<file path="config.mk">
export PLATFORM = sky130hd
export DESIGN_NAME = env_scan_reader
export DESIGN_NICKNAME = d
export VERILOG_FILES = /design/src/rtl/env_scan_reader_pkg.sv /design/src/rtl/env_scan_reader_fifo.sv /design/src/rtl/env_scan_reader.sv
export SDC_FILE = /design/constraint.sdc
export NUM_CORES = 1
export LEC_CHECK = 0
export BUFFER_PORTS_ARGS = -buffer_cell sky130_fd_sc_hd__buf_2
export CAP_MARGIN = 25
export CORE_ASPECT_RATIO = 1.25
export CORE_MARGIN = 3
export CORE_UTILIZATION = 40
export CTS_CLUSTER_DIAMETER = 200
export CTS_CLUSTER_SIZE = 10
export DETAILED_ROUTE_END_ITERATION = 6
export PLACE_DENSITY = 0.61
export SLEW_MARGIN = 20
export SYNTH_ARGS = -nofsm -noshare
export SYNTH_HDL_FRONTEND = slang
export SYNTH_SLANG_ARGS = --single-unit
export TNS_END_PERCENT = 10
</file>
<file path="constraint.sdc">
create_clock -name Clk -period 4.3 [get_ports Clk]
set_clock_uncertainty 0.1 [all_clocks]
set_input_delay 0.43 -clock Clk [delete_from_list [all_inputs] [get_ports Clk]]
set_output_delay 0.43 -clock Clk [all_outputs]
set_load 0.02 [all_outputs]
</file>
<file path="src/rtl/env_scan_reader_pkg.sv">
// Shared parameters and types for the environment scan reader.
//   X_bits/Y_bits/SIGNAL_bits : field widths of an environment cell record
//   GRID_W/GRID_H             : grid dimensions swept in raster order
//   FIFO_DEPTH/REC_W          : output FIFO geometry
//   scan_state_t              : sweep controller states
//   sat_add24                 : saturating accumulate into a 24-bit sum
package env_scan_reader_pkg;

    localparam int unsigned X_bits      = 8;
    localparam int unsigned Y_bits      = 7;
    // 10 bits lets a full-grid sum of maximum signal exceed 24 bits.
    localparam int unsigned SIGNAL_bits = 10;
    localparam int unsigned GRID_W      = 160;
    localparam int unsigned GRID_H      = 120;
    localparam int unsigned FIFO_DEPTH  = 4;
    localparam int unsigned REC_W       = X_bits + Y_bits + 1 + SIGNAL_bits;

    typedef enum logic [1:0] {
        ST_IDLE  = 2'd0,
        ST_SCAN  = 2'd1,
        ST_DRAIN = 2'd2,
        ST_DONE  = 2'd3
    } scan_state_t;

    function automatic logic [23:0] sat_add24(input logic [23:0]            acc,
                                              input logic [SIGNAL_bits-1:0] val);
        logic [24:0] sum;
        sum = {1'b0, acc} + 25'(val);
        return sum[24] ? '1 : sum[23:0];
    endfunction

endpackage

</file>
<file path="src/rtl/env_scan_reader_fifo.sv">
// scan_fifo: small synchronous FIFO holding cell records for the consumer.
//   clk, rst_n : clock, asynchronous active-low reset
//   push       : write push_data (accepted when not full, or when popping)
//   pop        : advance the head (ignored when empty)
//   pop_data   : current head entry
//   full/empty : occupancy flags
//   count      : current occupancy 0..DEPTH
module scan_fifo #(
    parameter  int unsigned DEPTH = 4,
    parameter  int unsigned WIDTH = 8,
    localparam int unsigned PTR_W = (DEPTH > 1) ? $clog2(DEPTH) : 1,
    localparam int unsigned CNT_W = $clog2(DEPTH + 1)
) (
    input  logic             clk,
    input  logic             rst_n,
    input  logic             push,
    input  logic [WIDTH-1:0] push_data,
    input  logic             pop,
    output logic [WIDTH-1:0] pop_data,
    output logic             full,
    output logic             empty,
    output logic [CNT_W-1:0] count
);

    logic [WIDTH-1:0] mem [DEPTH];
    logic [PTR_W-1:0] wr_ptr;
    logic [PTR_W-1:0] rd_ptr;
    logic             do_push;
    logic             do_pop;

    assign full     = (count == CNT_W'(DEPTH));
    assign empty    = (count == '0);
    assign do_pop   = pop && !empty;
    // A pop in the same cycle frees the slot, so push at full is legal then.
    assign do_push  = push && (!full || do_pop);
    assign pop_data = mem[rd_ptr];

    always_ff @(posedge clk) begin
        if (do_push) begin
            mem[wr_ptr] <= push_data;
        end
    end

    always_ff @(posedge clk or negedge rst_n) begin
        if (!rst_n) begin
            wr_ptr <= '0;
            rd_ptr <= '0;
            count  <= '0;
        end else begin
            if (do_push) begin
                wr_ptr <= (wr_ptr == PTR_W'(DEPTH - 1)) ? '0 : wr_ptr + 1'b1;
            end
            if (do_pop) begin
                rd_ptr <= (rd_ptr == PTR_W'(DEPTH - 1)) ? '0 : rd_ptr + 1'b1;
            end
            case ({do_push, do_pop})
                2'b10:   count <= count + 1'b1;
                2'b01:   count <= count - 1'b1;
                default: count <= count;
            endcase
        end
    end

endmodule

</file>
<file path="src/rtl/env_scan_reader.sv">
// env_scan_reader: sweeps the whole environment grid in raster order, reads
// sugar/signal per cell through a one-cycle-latency lookup port, and streams
// {x, y, sugar, signal} records through a 4-entry FIFO with valid/ready.
//   Clk, Reset_n          : clock, asynchronous active-low reset
//   start                 : begin a sweep (only honoured in IDLE)
//   lookup_X/lookup_Y     : environment read address
//   lookup_sugar/_signal  : read data for the address of the previous cycle
//   out_valid/out_ready   : record handshake, out_data = FIFO head
//   busy, done            : sweep in progress / one-cycle completion pulse
//   sugar_total/signal_sum: totals of the last completed sweep
module env_scan_reader
    import env_scan_reader_pkg::*;
(
    input  logic                   Clk,
    input  logic                   Reset_n,
    input  logic                   start,
    output logic [X_bits-1:0]      lookup_X,
    output logic [Y_bits-1:0]      lookup_Y,
    input  logic                   lookup_sugar,
    input  logic [SIGNAL_bits-1:0] lookup_signal,
    output logic                   out_valid,
    input  logic                   out_ready,
    output logic [REC_W-1:0]       out_data,
    output logic                   busy,
    output logic                   done,
    output logic [15:0]            sugar_total,
    output logic [23:0]            signal_sum
);

    localparam int unsigned CNT_W = $clog2(FIFO_DEPTH + 1);

    scan_state_t       state;
    scan_state_t       state_nxt;

    logic [X_bits-1:0] x_cnt;
    logic [Y_bits-1:0] y_cnt;
    logic              rd_pending;
    logic [X_bits-1:0] rd_x;
    logic [Y_bits-1:0] rd_y;

    logic              issue;
    logic              last_addr;
    logic              start_ok;
    logic              credit_ok;

    logic              fifo_pop;
    logic              fifo_full;
    logic              fifo_empty;
    logic [CNT_W-1:0]  fifo_count;
    logic [REC_W-1:0]  rec_in;

    logic [15:0]       acc_sugar;
    logic [23:0]       acc_signal;

    // Counters wrap back to (0,0) after the last cell, so IDLE presents 0.
    assign lookup_X  = x_cnt;
    assign lookup_Y  = y_cnt;

    assign start_ok  = (state == ST_IDLE) && start;
    assign last_addr = (x_cnt == X_bits'(GRID_W - 1)) && (y_cnt == Y_bits'(GRID_H - 1));
    // Occupancy plus the read in flight must leave room for one more record.
    assign credit_ok = (32'(fifo_count) + 32'(rd_pending)) < FIFO_DEPTH;

    assign rec_in    = {rd_x, rd_y, lookup_sugar, lookup_signal};
    assign out_valid = !fifo_empty;
    assign fifo_pop  = out_valid && out_ready;

    // State register
    always_ff @(posedge Clk or negedge Reset_n) begin
        if (!Reset_n) begin
            state <= ST_IDLE;
        end else begin
            state <= state_nxt;
        end
    end

    // Next-state logic
    always_comb begin
        state_nxt = state;
        case (state)
            ST_IDLE:  if (start)                    state_nxt = ST_SCAN;
            ST_SCAN:  if (issue && last_addr)       state_nxt = ST_DRAIN;
            ST_DRAIN: if (fifo_empty && !rd_pending) state_nxt = ST_DONE;
            ST_DONE:                                state_nxt = ST_IDLE;
            default:                                state_nxt = ST_IDLE;
        endcase
    end

    // FSM outputs
    always_comb begin
        busy  = (state != ST_IDLE);
        done  = (state == ST_DONE);
        issue = (state == ST_SCAN) && credit_ok && !fifo_full;
    end

    // Address generation, read tracking and accumulators
    always_ff @(posedge Clk or negedge Reset_n) begin
        if (!Reset_n) begin
            x_cnt       <= '0;
            y_cnt       <= '0;
            rd_pending  <= 1'b0;
            rd_x        <= '0;
            rd_y        <= '0;
            acc_sugar   <= '0;
            acc_signal  <= '0;
            sugar_total <= '0;
            signal_sum  <= '0;
        end else begin
            rd_pending <= issue;
            if (issue) begin
                rd_x <= x_cnt;
                rd_y <= y_cnt;
            end

            if (start_ok) begin
                x_cnt <= '0;
                y_cnt <= '0;
            end else if (issue) begin
                if (x_cnt == X_bits'(GRID_W - 1)) begin
                    x_cnt <= '0;
                    y_cnt <= (y_cnt == Y_bits'(GRID_H - 1)) ? '0 : y_cnt + 1'b1;
                end else begin
                    x_cnt <= x_cnt + 1'b1;
                end
            end

            // rd_pending marks the cycle the record is pushed into the FIFO.
            if (start_ok) begin
                acc_sugar  <= '0;
                acc_signal <= '0;
            end else if (rd_pending) begin
                acc_sugar  <= acc_sugar + 16'(lookup_sugar);
                acc_signal <= sat_add24(acc_signal, lookup_signal);
            end

            if ((state == ST_DRAIN) && (state_nxt == ST_DONE)) begin
                sugar_total <= acc_sugar;
                signal_sum  <= acc_signal;
            end
        end
    end

    scan_fifo #(
        .DEPTH (FIFO_DEPTH),
        .WIDTH (REC_W)
    ) u_fifo (
        .clk       (Clk),
        .rst_n     (Reset_n),
        .push      (rd_pending),
        .push_data (rec_in),
        .pop       (fifo_pop),
        .pop_data  (out_data),
        .full      (fifo_full),
        .empty     (fifo_empty),
        .count     (fifo_count)
    );

endmodule

</file>
# == Word level (Yosys, flattened, before mapping) ==
# Memory sizes are Yosys's and may differ from the RTL's.
# Cells that the tools add are included.
# word_totals
regBits,120
ramBits,104
out_inout_bits,84
memories,1
# mem_list
memory,words,width,read_ports,rd_ports_with_merged_regs,write_ports,line,rtl
u_fifo.mem,4,26,1,0,1,env_scan_reader_fifo.sv:25,logic [WIDTH-1:0] mem [DEPTH];
# op_classes
add_sub_neg,9
magnitude_cmp,1
eq_ne,11
mux,21
n_reduce_logical,22
# ops
cell,count
$mux 24,3
$mux 16,2
$mux 7,4
$add 24x10->25,1
$mux 8,3
$add 16x1->16,1
$eq 2x2->1 const B,6
$logic_and 1x1->1,10
$mux 2,5
$reduce_bool 2->1,5
$add 8x1->8 const B,1
$eq 8x8->1 const B,1
$pmux 2 s4,1
$add 7x1->7 const B,1
$eq 7x7->1 const B,1
$pmux 3 s2,1
$add 2x1->2 const B,2
$add 3x1->4,1
$eq 2x1->1 const B,2
$lt 4x3->1 const B,1
$add 3x1->3 const B,1
$eq 3x3->1 const B,1
$logic_not 1->1,3
$logic_not 3->1,1
5 further kinds,6

# == Logic depth before layout (Yosys ltp) ==
# Gate-level depths: netlist of run 1.
# depth
word_depth,9
ltp_mapped,10
depth_no_buf,10

# == Cells and area by module ==
# Synthesis of run 1 repeated with hierarchy kept, for this count alone.
# unflattened
hier_cells,688
hier_area_um2,9660.5
# modules_own_cells
module,n_inst,cells_each,area_each_um2,seq_area_each_um2
env_scan_reader,1,510,5454.0,2827.7
scan_fifo,1,178,4206.5,3298.2

# == Least setup slack after synthesis of run 1 ==
# OpenSTA, ideal clock, no wires.
# synth_path
path_kind,input -> register
start,in lookup_signal[0]
end,reg acc_signal[17]
arrival_ps,2151
slack_ps,1910
path_stages,9
path_buffers,1
path_cell_list,ha_1 > fa_1 > a211oi_1 > o21bai_1 > nand2_1 > a21oi_2 > buf_4 > nor3_1 > a211oi_2
# synth_via
elab_chain_len,4
# synth_lines
element,line,rtl
start: declaration,env_scan_reader.sv:20,"input logic [SIGNAL_bits-1:0] lookup_signal,"
$add 24x10->25,env_scan_reader_pkg.sv:28,"sum = {1'b0, acc} + 25'(val);"
$mux 24,env_scan_reader_pkg.sv:29,return sum[24] ? '1 : sum[23:0];
$mux 24,env_scan_reader.sv:131,end else if (rd_pending) begin
$mux 24,env_scan_reader.sv:128,if (start_ok) begin
end signal: assignment,env_scan_reader.sv:133,"acc_signal <= sat_add24(acc_signal, lookup_signal);"
end: declaration,env_scan_reader.sv:53,logic [23:0] acc_signal;
# No other way between the ends. The select of a mux whose other input is x is not followed.
# A chain may end at the register's enable or synchronous reset.

# == Worst setup path in the final report of run 1 ==
# layout_path
start,reg u_fifo.rd_ptr[1]
end,out out_data[6]
# layout_via
elab_chain_len,1
# layout_lines
element,line,rtl
start: declaration,env_scan_reader_fifo.sv:27,logic [PTR_W-1:0] rd_ptr;
start signal: assignment,env_scan_reader_fifo.sv:54,rd_ptr <= (rd_ptr == PTR_W'(DEPTH - 1)) ? '0 : rd_ptr + 1'b1;
$mem_v2 4x26,-,
end: declaration,env_scan_reader.sv:23,"output logic [REC_W-1:0] out_data,"
# No other way between the ends.

==> flow_summary.ini, run 1 <==
[worst_setup_path]
critPathLaunchType = register
critPathMaxStageDelay_ps = 990
critPathMaxFanout = 21
cpLargestDelayFamily = flip-flops
cpMaxStageDelayCell = dfrtp_1
path_buf_inv = 2
end_kind = primary output
arrival_ps = 2370
path_class = register to primary output
cp_cell_sequence = buf_4, mux4_2, buf_2
cp.required_ps = 3770

[sta]
hold_viol_final = 0
layout_min_cycle_time_ps = 2900
rsz0062_at_grt = no
slew_violations = 0
setup_viol = 0
timing.setup.tns_ps = 0
fin_crit_sh_pct = 67.5
slew_headroom_pct = 33.6
timing.fmax_ghz = 0.345
tightest_slew_ps = 997

[placement]
dpl.cell_count = 1038
io_buffers = 98
dp_hpwl_mm = 13.5
placed_cell_area_mm2 = 0.0103
gp_congestion = 0.800

[floorplanning]
start_util_pct = 41.0
fp.dieH_um = 178
die_area_mm2 = 0.0256
core_mm2 = 0.0232
rows = 62
io_pins = 99
die_w_um = 144

[route]
wl_mm = 20.2
route.detailed.drc = 0
wl_met2_mm = 10.1
wire_per_inst_um = 18.6
maxUsedRoutingLayer = met5
first_pass_iters = 4
drt-met1-wl_mm = 8.43
vias_per_cell = 5.29
ant_nets = 0
drt_first_iter_violations = 322
num_vias = 5759
met3_length_mm = 1.08

[power]
internal_power_w = 0.00485
pwr-share-clk_pct = 26.6
p_comb_share_pct = 30.2
p_sw_share_pct = 34.3
p_leak_nw = 4.82
p_total_w = 0.00738
peakVddDrop_v = 0.000309
p_sw_w = 0.00253
p_seq_share_pct = 43.2
power_density_mw_per_mm2 = 666

[cells_and_area]
nFillCells = 1971
nets = 817
post-route-util_pct = 47.8
drive_gt1_share_pct = 27.2
design_area_mm2 = 0.0111
layout_commonest_cell = dfrtp_1
fin_cells = 1088
area_growth_pct = 16.7
final_cell_mix = dfrtp_1 (119), edfxtp_1 (104), buf_2 (97)

[clock_network]
cts-root-buf = clkbuf_16
post-cts-setup-buffer-count = 0
htree_levels = 1
clock_latency_ps = 520
clock-sinks = 224
clock_path_buffers = 3
cts_tree = yes
cts_buffers = 26
clkSlewWorstSetupHoldPaths_ps = 60

[global_routing]
grt_pass1_wl_mm = 32.8
track_usage_pct = 16.1
grt_pass1_vias = 6166
grt_overflow = 0
antenna_found_initial = 4
grt_start_max_net_pins = 47

[synth]
yosysSeqAreaShare_pct = 64.5
synth.cell_area_mm2 = 0.00950
synthDistinctLibCells = 60
avgSynthCellArea_um2 = 14.2
synth_seq_cells = 224
yosysWarnings = 0
syn_inst = 671
synth_nets = 708

[min_path]
hold_class = input port to register

[job]
drv_cap = 0

[run_status]
run_status = completed
[metrics by stage]
step | hold WS (ps) | setup WS (ps)
2_1_floorplan | 34.4 | 1910
3_3_place_gp | 369 | 1590
3_5_place_dp | 376 | 1560
4_1_cts | 38.9 | 1280
5_1_grt | 51.8 | 1190
6_report | 62.9 | 1400
[cells in the mapped netlist, drive strengths merged]
| library cell | count | share of area [%] |
|---|---|---|
| o31a | 1 | 0.18 |
| mux2 | 41 | 4.9 |
| nor2 | 45 | 1.8 |
| or2 | 1 | 0.066 |
| nand4 | 13 | 0.92 |
| nand2 | 75 | 3.0 |
| inv | 12 | 0.47 |
| a21o | 5 | 0.40 |
| and4b | 1 | 0.11 |
| o41a | 1 | 0.12 |
| and2 | 10 | 0.66 |
| and4 | 5 | 0.49 |
| clkbuf | 14 | 0.55 |
| a41oi | 1 | 0.092 |
| o21ai | 26 | 1.4 |
| a32o | 1 | 0.11 |
| nand3 | 17 | 0.90 |
| a311o | 1 | 0.12 |
| o21a | 1 | 0.079 |
| nor4 | 1 | 0.22 |
| o21bai | 1 | 0.079 |
| o22ai | 1 | 0.066 |
| or3 | 2 | 0.13 |
| mux2i | 4 | 0.42 |
| nand3b | 1 | 0.079 |
| mux4 | 26 | 6.2 |
| a31o | 1 | 0.092 |
| xnor2 | 8 | 0.74 |
| ha | 20 | 2.6 |
| a21oi | 20 | 1.1 |
| o31ai | 1 | 0.13 |
| nor2b | 4 | 0.26 |
| fa | 2 | 0.42 |
| nand2b | 2 | 0.13 |
| o21ba | 1 | 0.11 |
| buf | 14 | 0.78 |
| dfrtp | 120 | 32 |
| a311oi | 2 | 0.25 |
| edfxtp | 104 | 33 |
| nor3 | 13 | 0.79 |
| a31oi | 10 | 0.82 |
| and3 | 10 | 0.67 |
| a211oi | 7 | 0.84 |
| xor2 | 25 | 2.3 |
[flip-flops by register name (all words and copies together) (netlist names), 7 cells and up]
signal       flops
sugar_total     16
acc_signal      24
rd_y             7
rd_x             8
u_fifo.mem     104
signal_sum      24
lookup_Y         7
lookup_X         8
acc_sugar       16
[power groups by stage]
stage | combinational (W) | clock (W) | sequential [W]
after floorplan | 0.00165 | 0 | 0.00308
after global placement | 0.00214 | 0 | 0.00325
after detailed placement | 0.00218 | 0 | 0.00329
after CTS | 0.00220 | 0.00201 | 0.00325
after global routing | 0.00247 | 0.00210 | 0.00325
final | 0.00223 | 0.00197 | 0.00319
[timing repair]
item / 4_1_cts / 5_1_grt
hold buffers: 1 / 0
resized for setup: 0 / 0
endpoints found under the setup margin: 0 / 0
hold endpoints to repair: 44 / 0
[path summary, 6_finish.rpt]
kind / start / to / slack [ps] / cells past startpoint
setup / recovery: u_fifo.rd_ptr[1] / out_data[6] / 1400 / 3
hold / removal: lookup_signal[6] / u_fifo.mem[2][6] / 60 / 1
setup reg to reg: rd_pending / lookup_X[7] / 1610 / 8
hold reg to reg: signal_sum[16] / signal_sum[16] / 390 / 1
max in group asynchronous: Reset_n / acc_signal[1] / 2790 / 3
min in group asynchronous: Reset_n / sugar_total[7] / 370 / 2
[layer usage]
| metal | global-route usage, % | up-vias |
|---|---|---|
| met5 | 0 | - |
| met4 | 5.89 | 2 |
| met3 | 3.70 | 35 |
| met2 | 27.1 | 142 |
| met1 | 20.5 | 2891 |
| li1 | - | 2689 |
[cells by family (layout without fill, tap and decap cells)]
logic type               Yosys count  in the layout  synth area share, %
adder cells (fa/ha/maj)           22             22                 3.06
multiplexers                      71             71                 11.4
buffers and inverters             40            166                 1.80
flip-flops                       224            224                 64.5
AO/OA/AOI/OAI                     81             81                 5.94
other                              0              3                    0
XOR/XNOR                          33             33                 3.04
AND/OR/NAND/NOR                  200            200                 10.2
[worst reg2reg max path, cell delays in order (launching register included)]
cell and delay (ps):
dfrtp_1 350, buf_4 230, nand3_1 140, nand3_1 550, inv_1 730, nand2_1 160, a31oi_1 190, o21ai_0 90
o21ai_0 80
[cell type report]
class / instances / area, µm² / area share [%]
Sequential cell: 224 / 6130 / 55.3
Multi-Input combinational cell: 407 / 3200 / 28.9
Clock buffer: 44 / 739 / 6.67
Timing Repair Buffer: 109 / 591 / 5.33
Tap cell: 288 / 360 / 3.25
Inverter: 12 / 45.0 / 0.406
Clock inverter: 1 / 8.76 / 0.0790
Antenna cell: 3 / 7.51 / 0.0677
(Power assumes the default switching activity.)
==> inputs of run 2 (changes only) <==
Clock period 4.3 ns to 2.77 ns, I/O delays scaled along.
==> flow_summary.ini, run 2 (same netlist as run 1, synthesis figures left out) <==
[floorplanning]
rows = 62
io_pins = 99
start_util_pct = 41.0
die_w_um = 144
fp.dieH_um = 178
core_mm2 = 0.0232
die_area_mm2 = 0.0256

[worst_setup_path]
path_class = input port to register
crit_path_start = lookup_signal[0]
r2r_start = acc_signal[0]
cp.required_ps = 3110
arrival_ps = 2850
r2r_slack_ps = 320
r2r_cells = 9
critPathMaxFanout = 7
r2r-end = acc_signal[14]
end_kind = register
critPathLaunchType = input port

[power]
internal_power_w = 0.00757
pwr-share-clk_pct = 26.5
peakVddDrop_v = 0.000537
p_comb_share_pct = 31.0
power_density_mw_per_mm2 = 1020
p_seq_share_pct = 42.4
p_sw_w = 0.00392
p_leak_nw = 4.91
p_sw_share_pct = 34.1

[route]
wire_per_inst_um = 18.7
route.detailed.drc = 0
ant_nets = 0
first_pass_iters = 5
vias_per_cell = 5.30
num_vias = 5839
wl_mm = 20.5
drt_first_iter_violations = 332

[clock_network]
clock_path_buffers = 3
htree_levels = 1
cts_tree = yes
cts-root-buf = clkbuf_16
clock_latency_ps = 520
clkSlewWorstSetupHoldPaths_ps = 60
cts_buffers = 26
clock-sinks = 224
post-cts-setup-buffer-count = 0

[global_routing]
grt_start_max_net_pins = 53
antenna_found_initial = 1
track_usage_pct = 16.4
grt_overflow = 0
grt_pass1_vias = 6312
grt_pass1_wl_mm = 33.4

[cells_and_area]
num_antenna_cells = 0
final_cell_mix = dfrtp_1 (119), edfxtp_1 (104), buf_2 (97)
nets = 834
top_regs = u_fifo.mem (104), acc_signal (24), signal_sum (24)
seqCellArea_mm2 = 0.00613
top_register = u_fifo.mem
area_growth_pct = 18.6
largest_reg_flops = 104
drive_gt1_share_pct = 27.6
multiInputGateArea_mm2 = 0.00321
nFillCells = 2004
layout_commonest_cell = dfrtp_1
fin_cells = 1101

[sta]
setup_viol = 0
timing.fmax_ghz = 0.399
slew_headroom_pct = 59.8
layout_min_cycle_time_ps = 2510
hold_viol_final = 0
timing.hold.ws_ps = 63.5
tightest_slew_ps = 604
rsz0062_at_grt = no
slew_violations = 0
timing.setup.tns_ps = 0
fin_crit_sh_pct = 90.5

[min_path]
hold_depth = 3
worst_hold_path.endpoint = u_fifo.rd_ptr[0]
min-delay-start = out_ready
hold_class = input port to register

[placement]
dp_hpwl_mm = 13.5
io_buffers = 98
gp_congestion = 0.858
dpl.cell_count = 1043

[run_status]
run_status = completed

[job]
drv_cap = 0
==> run 2: changes by cell type in the layout (fill, tap and decap cells not counted), sizes merged <==
cell / before / now
buf: 108 / 113
diode: 3 / 0
clkbuf: 44 / 43
dlygate4sd3: 1 / 13
==> run 2: critical path, cell delays in order <==
cell and delay (ps):
dlygate4sd3_1 530, buf_2 150, ha_1 220, fa_1 440
a211oi_2 280, o21bai_1 140, nand2_1 170, nand2_2 120
and3_1 180, and3_1 190, nor3_2 140
==> run 2: timing repair <==
action	4_1_cts	5_1_grt
resized for setup	0	2
setup endpoints to repair	0	4
hold buffers	13	0
hold endpoints to repair	86	0
==> run 2: area by class of cell <==
class,instances,share of cell area [%]
Clock buffer,43,6.53
Clock inverter,1,0.0777
Inverter,12,0.400
Multi-Input combinational cell,407,28.5
Sequential cell,224,54.4
Tap cell,288,3.20
Timing Repair Buffer,126,6.93
==> run 2: worst max-delay path by stage <==
stage	cells past startpoint	slack, ps	end
after floorplan	9	450	acc_signal[17]
after global placement	10	230	acc_signal[22]
after detailed placement	9	200	acc_signal[10]
after CTS	10	180	acc_signal[10]
after global routing	11	100	acc_signal[20]
final	11	260	acc_signal[14]
==> run 2: routing by layer <==
| layer | GRT usage (%) | up-vias | wire length [µm] |
|---|---|---|---|
| li1 | - | 2699 | - |
| met1 | 20.5 | 2954 | 8600 |
| met2 | 28.3 | 136 | 10400 |
| met3 | 3.54 | 48 | 1020 |
| met4 | 5.26 | 2 | 558 |
| met5 | 0 | - | 13 |
==> run 2: per-stage QoR <==
stage	total power [W]	setup slack [ps]	util, %	cell area (µm²)
2_1_floorplan	0.00733	448	-	9500
3_3_place_gp	0.00838	234	44.7	10400
3_5_place_dp	0.00853	201	44.7	10400
4_1_cts	0.0116	184	48.4	11200
5_1_grt	0.0122	95.2	48.6	11300
6_report	0.0115	264	48.6	11300
==> run 2: power by group through the flow <==
stage / clock network, W / logic, W / registers [W]
2_1_floorplan: 0 / 0.00256 / 0.00478
5_1_grt: 0.00327 / 0.00396 / 0.00497
3_3_place_gp: 0 / 0.00350 / 0.00488
6_report: 0.00305 / 0.00357 / 0.00488
4_1_cts: 0.00313 / 0.00363 / 0.00489
3_5_place_dp: 0 / 0.00359 / 0.00495
